**config.mk**
```make
export PLATFORM = sky130hd
export DESIGN_NAME = mem_wb_writeback
export DESIGN_NICKNAME = d
export VERILOG_FILES = /design/src/rtl/mem_wb_writeback.sv
export SDC_FILE = /design/constraint.sdc
export NUM_CORES = 2
export LEC_CHECK = 0
export CORE_UTILIZATION = 42
export DETAILED_ROUTE_END_ITERATION = 16
export GPL_TIMING_DRIVEN = 1
export MAX_ROUTING_LAYER = met4
export PLACE_DENSITY = 0.65
export SYNTH_ARGS = -nofsm -noshare
export SYNTH_HDL_FRONTEND = slang
export SYNTH_SLANG_ARGS = --single-unit
```
**constraint.sdc**
```tcl
create_clock -name clk -period 2.3 [get_ports clk]
set_input_delay 0.345 -clock clk [delete_from_list [all_inputs] [get_ports clk]]
set_output_delay 0.345 -clock clk [all_outputs]
set_load 0.005 [all_outputs]
```
**src/rtl/mem_wb_writeback.sv**
```systemverilog
// MEM/WB pipeline register, write-back select, 32-entry register file with
// same-cycle write bypass on both ID read ports, and a committed-write counter.

// One ID-stage read port: $zero, then in-flight write-back bypass, then array.
module mem_wb_rd_port #(
  parameter int DATA_W = 32,
  parameter int REGS   = 32,
  parameter int AW     = $clog2(REGS)
) (
  input  logic [AW-1:0]                 addr,
  input  logic [REGS-1:0][DATA_W-1:0]   regs,
  input  logic                          byp_en,
  input  logic [AW-1:0]                 byp_reg,
  input  logic [DATA_W-1:0]             byp_data,
  output logic [DATA_W-1:0]             data
);

  // Priority read mux; bypass lets ID see the value being committed this edge.
  always_comb begin
    data = regs[addr];
    if (addr == '0)
      data = '0;
    else if (byp_en && (addr == byp_reg))
      data = byp_data;
  end

endmodule

module mem_wb_writeback #(
  parameter int DATA_W = 32,
  parameter int REGS   = 32
) (
  input  logic                          clk,
  input  logic                          reset,
  input  logic                          stall,
  input  logic                          flush,
  input  logic [1:0]                    mem_control_wb,
  input  logic [DATA_W-1:0]             read_data,
  input  logic [DATA_W-1:0]             mem_ALU_result,
  input  logic [$clog2(REGS)-1:0]       mem_Write_reg,
  input  logic [$clog2(REGS)-1:0]       rs_addr,
  input  logic [$clog2(REGS)-1:0]       rt_addr,
  output logic [DATA_W-1:0]             rs_data,
  output logic [DATA_W-1:0]             rt_data,
  output logic [DATA_W-1:0]             wb_write_data,
  output logic [$clog2(REGS)-1:0]       wb_write_reg,
  output logic                          wb_reg_write,
  output logic [31:0]                   wb_count
);

  localparam int AW      = $clog2(REGS);
  localparam int NUM_RDP = 2;

  // ctl[1] = RegWrite, ctl[0] = MemtoReg
  typedef struct packed {
    logic [1:0]        ctl;
    logic [DATA_W-1:0] rd;
    logic [DATA_W-1:0] alu;
    logic [AW-1:0]     wreg;
  } mwb_t;

  mwb_t                          pipe_d, pipe_q;
  logic [REGS-1:0][DATA_W-1:0]   regs_d, regs_q;
  logic [31:0]                   count_d, count_q;

  logic [NUM_RDP-1:0][AW-1:0]     rdp_addr;
  logic [NUM_RDP-1:0][DATA_W-1:0] rdp_data;

  // MEM/WB next state: flush beats stall, stall holds, otherwise capture MEM.
  always_comb begin
    pipe_d = pipe_q;
    if (flush)
      pipe_d = '0;
    else if (!stall) begin
      pipe_d.ctl  = mem_control_wb;
      pipe_d.rd   = read_data;
      pipe_d.alu  = mem_ALU_result;
      pipe_d.wreg = mem_Write_reg;
    end
  end

  // Write-back select and effective enable; $zero is never a real target.
  always_comb begin
    wb_write_data = pipe_q.ctl[0] ? pipe_q.rd : pipe_q.alu;
    wb_write_reg  = pipe_q.wreg;
    wb_reg_write  = pipe_q.ctl[1] && (pipe_q.wreg != '0);
  end

  // Commit from pre-edge MEM/WB contents, independent of stall/flush, so a
  // held entry simply rewrites the same value each stalled cycle.
  always_comb begin
    regs_d = regs_q;
    if (wb_reg_write)
      regs_d[wb_write_reg] = wb_write_data;
    regs_d[0] = '0;
  end

  // Counter counts every committing cycle, stalled re-commits included.
  always_comb begin
    count_d = count_q;
    if (wb_reg_write)
      count_d = count_q + 32'd1;
  end

  // State flops; async reset drops any in-flight write.
  always_ff @(posedge clk or negedge reset) begin
    if (!reset) begin
      pipe_q  <= '0;
      regs_q  <= '0;
      count_q <= '0;
    end else begin
      pipe_q  <= pipe_d;
      regs_q  <= regs_d;
      count_q <= count_d;
    end
  end

  assign wb_count    = count_q;
  assign rdp_addr[0] = rs_addr;
  assign rdp_addr[1] = rt_addr;
  assign rs_data     = rdp_data[0];
  assign rt_data     = rdp_data[1];

  for (genvar g = 0; g < NUM_RDP; g++) begin : g_rdp
    mem_wb_rd_port #(.DATA_W(DATA_W), .REGS(REGS), .AW(AW)) u_rdp (
      .addr     (rdp_addr[g]),
      .regs     (regs_q),
      .byp_en   (wb_reg_write),
      .byp_reg  (wb_write_reg),
      .byp_data (wb_write_data),
      .data     (rdp_data[g])
    );
  end

endmodule

```
==> impl_metrics.yaml <==
run_status:
  outcome: "complete, but fails checks"
  violations: "design-rule violations, negative setup slack"
detailed_routing:
  wire_per_inst_um: 26.0
  vias: 47300
  vias_per_cell: 6.03
  wirelength_um: 204000
  drtIter0Drc: 5067
  dr.pass1.iters: 14
  drc: 9
  ant_nets: 0
job:
  cap_violations: 0
setup_path:
  cp-start-kind: "register"
  path_cells: "buf_6, xor2_4, nor4_4, buf_4, nand3_4, buf_12, buf_12, o211ai_1, buf_2"
  crit_type: "reg -> out"
  cp_slowest_cell: "o211ai_1"
  rrSetupSlack_ps: 70
  crit_arrival_ps: 3250
  r2r-end: "regs_q[798]$_DFFE_PN0P_"
  reg2reg_depth: 7
  critPathMaxStageDelay_ps: 500
  cp-end-kind: "primary output"
  reg2reg_from: "wb_write_reg[0]$_DFFE_PN0P_"
  required_ps: 1960
  crit_fanout: 6
  startpoint: "wb_write_reg[0]$_DFFE_PN0P_"
  cp_common_cell: "buf_12"
yosys:
  synth_top_area_share_pct: 48.3
  synth_cells: 5210
  synth_edf_count: 0
  ys_ff_latch: 1095
  ys_top_cells_by_area: "dfrtp_1 (48%), mux4_2 (18%), o21ai_0 (4.9%)"
  syn_area_per_cell_um2: 10.9
  synth_area_leader_cell: "dfrtp_1"
  seq_area_frac_synth_pct: 48.3
  synthArstFlopShare_pct: 100
  synth_cell_type_count: 60
  synth_nets: 5296
  ys_warn_count: 0
  synth_area_mm2: 0.0568
  synthFlopType: "dfrtp_1"
timing:
  holdWs_ps: 87.3
  rsz0062_at_grt: "true"
  fmax_mhz: 279
  clock_skew_ps: 24.2
  fin_crit_sh_pct: 156
  setup_ws_ps: -1290
  hold_viol_final: 0
  slew_headroom_pct: 48.2
  report.final.slew_viol_count: 0
  min_period_ps: 3590
  finalSetupViolations: 96
  worstMarginPinSlew_ps: 769
clocking:
  cts_sinks: 1095
  numCtsBuffers: 113
  clock_latency_ps: 750
  cts_tree: "built"
  h-tree-depth: 3
  clkTransAtPathRegs_ps: 70
  root_buffer: "clkbuf_16"
  cts_buffer_depth: 3
die:
  ios: 219
  die_area_mm2: 0.137
  start_util_pct: 42.4
  dieHeight_um: 370
  rows: 134
  core_mm2: 0.134
  die_w_um: 370
place:
  hpwl_um: 131000
  pre_cts_ws_ps: -1100
  port_buffers: 218
  place.gp.congestion: 0.935
layout:
  regMostFlops: "regs_q"
  area.growth.synth_to_final_pct: 29.8
  drive_gt1_share_pct: 32.7
  final_util_pct: 55.1
  finalNetCount: 6062
  largest_reg_flops: 992
hold_path:
  holdPathEnd: "pipe_q[58]$_DFFE_PN0P_"
  min_path_cells: 3
  hp-class: "in -> reg"
  min_from: "flush"
global_route:
  grt_usage_pct: 30.8
  antenna_found_initial: 4
  grt_pass1_vias: 47900
  globalRouteOverflowTotal: 0
  grt_max_degree: 93
  grt_pass1_wl_um: 306000
pwr:
  p_leak_nw: 33.2
  max-vdd-ir-drop_v: 0.000707
  p_total_w: 0.0478
  power_density_mw_per_mm2: 649
## how the worst max path moves through the flow
stage / to / slack, ps / cells after the start
2_1_floorplan: rs_data[31] / 130 / 7
3_3_place_gp: rs_data[31] / -1170 / 9
3_5_place_dp: rs_data[31] / -1100 / 9
4_1_cts: rs_data[6] / -1190 / 9
5_1_grt: rs_data[6] / -1300 / 9
6_report: rs_data[6] / -1290 / 9
## per-layer routing
| layer | share of wire [%] | wire, µm | vias up | track usage, % |
|---|---|---|---|---|
| met3 | 10 | 20400 | 609 | 7.64 |
| met4 | 5.3 | 10800 | 0 | 15.0 |
| met2 | 46 | 93700 | 2479 | 46.1 |
| met5 | 0 | 0 | - | - |
| met1 | 39 | 78700 | 23800 | 39.0 |
| li1 | - | - | 20300 | - |
## worst max-delay path, delay by kind of cell (launching register included)
family          cells  cell delay [ps]
buf+inv             5              900
compound gates      1              500
simple gates        2              460
flops               1              410
xor+xnor            1              180
## cells by family after synthesis
logic type / after synthesis / synth area share (%)
AND/OR/NAND/NOR: 1411 / 9.88
AO/OA/AOI/OAI: 1349 / 13.4
XOR/XNOR: 41 / 0.632
multiplexers: 748 / 23.2
flip-flops: 1095 / 48.3
buffers and inverters: 565 / 4.61
adder cells (fa/ha/maj): 1 / 0.0220
## timing repair
action                                 CTS  global route
endpoints found under the hold margin  451             0
gates cloned                             8             2
buffers inserted                       115            53
setup endpoints to repair               99           105
gates resized for setup                671           115
hold buffers                             1             0
pin swaps                               47            34
## placed cells by master, fill, tap and decap left out, types with 122 or more instances in the layout
cell     Yosys  layout
dfrtp_1   1095    1094
nand2_1    698     681
buf_4       45     671
nor2_1     628     596
o21ai_0    553     553
a21oi_1    515     513
mux4_2     444     444
mux2i_1    210     177
buf_12       0     173
buf_6       14     133
a22oi_1    122     122
## area by class of cell
cell class,count,area [µm²]
Antenna cell,2,5.00
Multi-Input combinational cell,3550,28000
Inverter,38,190
Sequential cell,1095,27400
Tap cell,1768,2210
Clock inverter,44,549
Fill cell,11100,60100
Timing Repair Buffer,1178,12000
Clock buffer,159,3270
## where the power goes
| part | leakage [nW] | switching, W | internal (W) | total (W) |
|---|---|---|---|---|
| sequential | 15.1 | 0.000779 | 0.0203 | 0.0210 |
| clock | 1.89 | 0.00808 | 0.0112 | 0.0193 |
| combinational | 16.2 | 0.00383 | 0.00370 | 0.00753 |
## synthesized netlist by cell type (all sizes together) (3+ instances only)
cell type	n
nand2	698
nand3	16
xnor2	31
nor3	10
a21oi	515
nor3b	3
clkbuf	277
nand4	8
o211ai	63
or2	3
mux2	94
xor2	10
nor2	644
o2111ai	30
o21ai	573
and4	5
a22oi	122
and3	6
nor2b	6
mux4	444
dfrtp	1095
a221oi	31
inv	38
buf	250
mux2i	210
## stage by stage
step                std cells  cell area [µm²]  TNS, ps
floorplan                5210            56800        0
global placement         7502            67400   -52180
detailed placement       7502            67400   -51500
CTS                      7816            73200   -76620
global route             7834            73700   -86080
finish                   7834            73700   -80140
(Power assumes the default switching activity.)
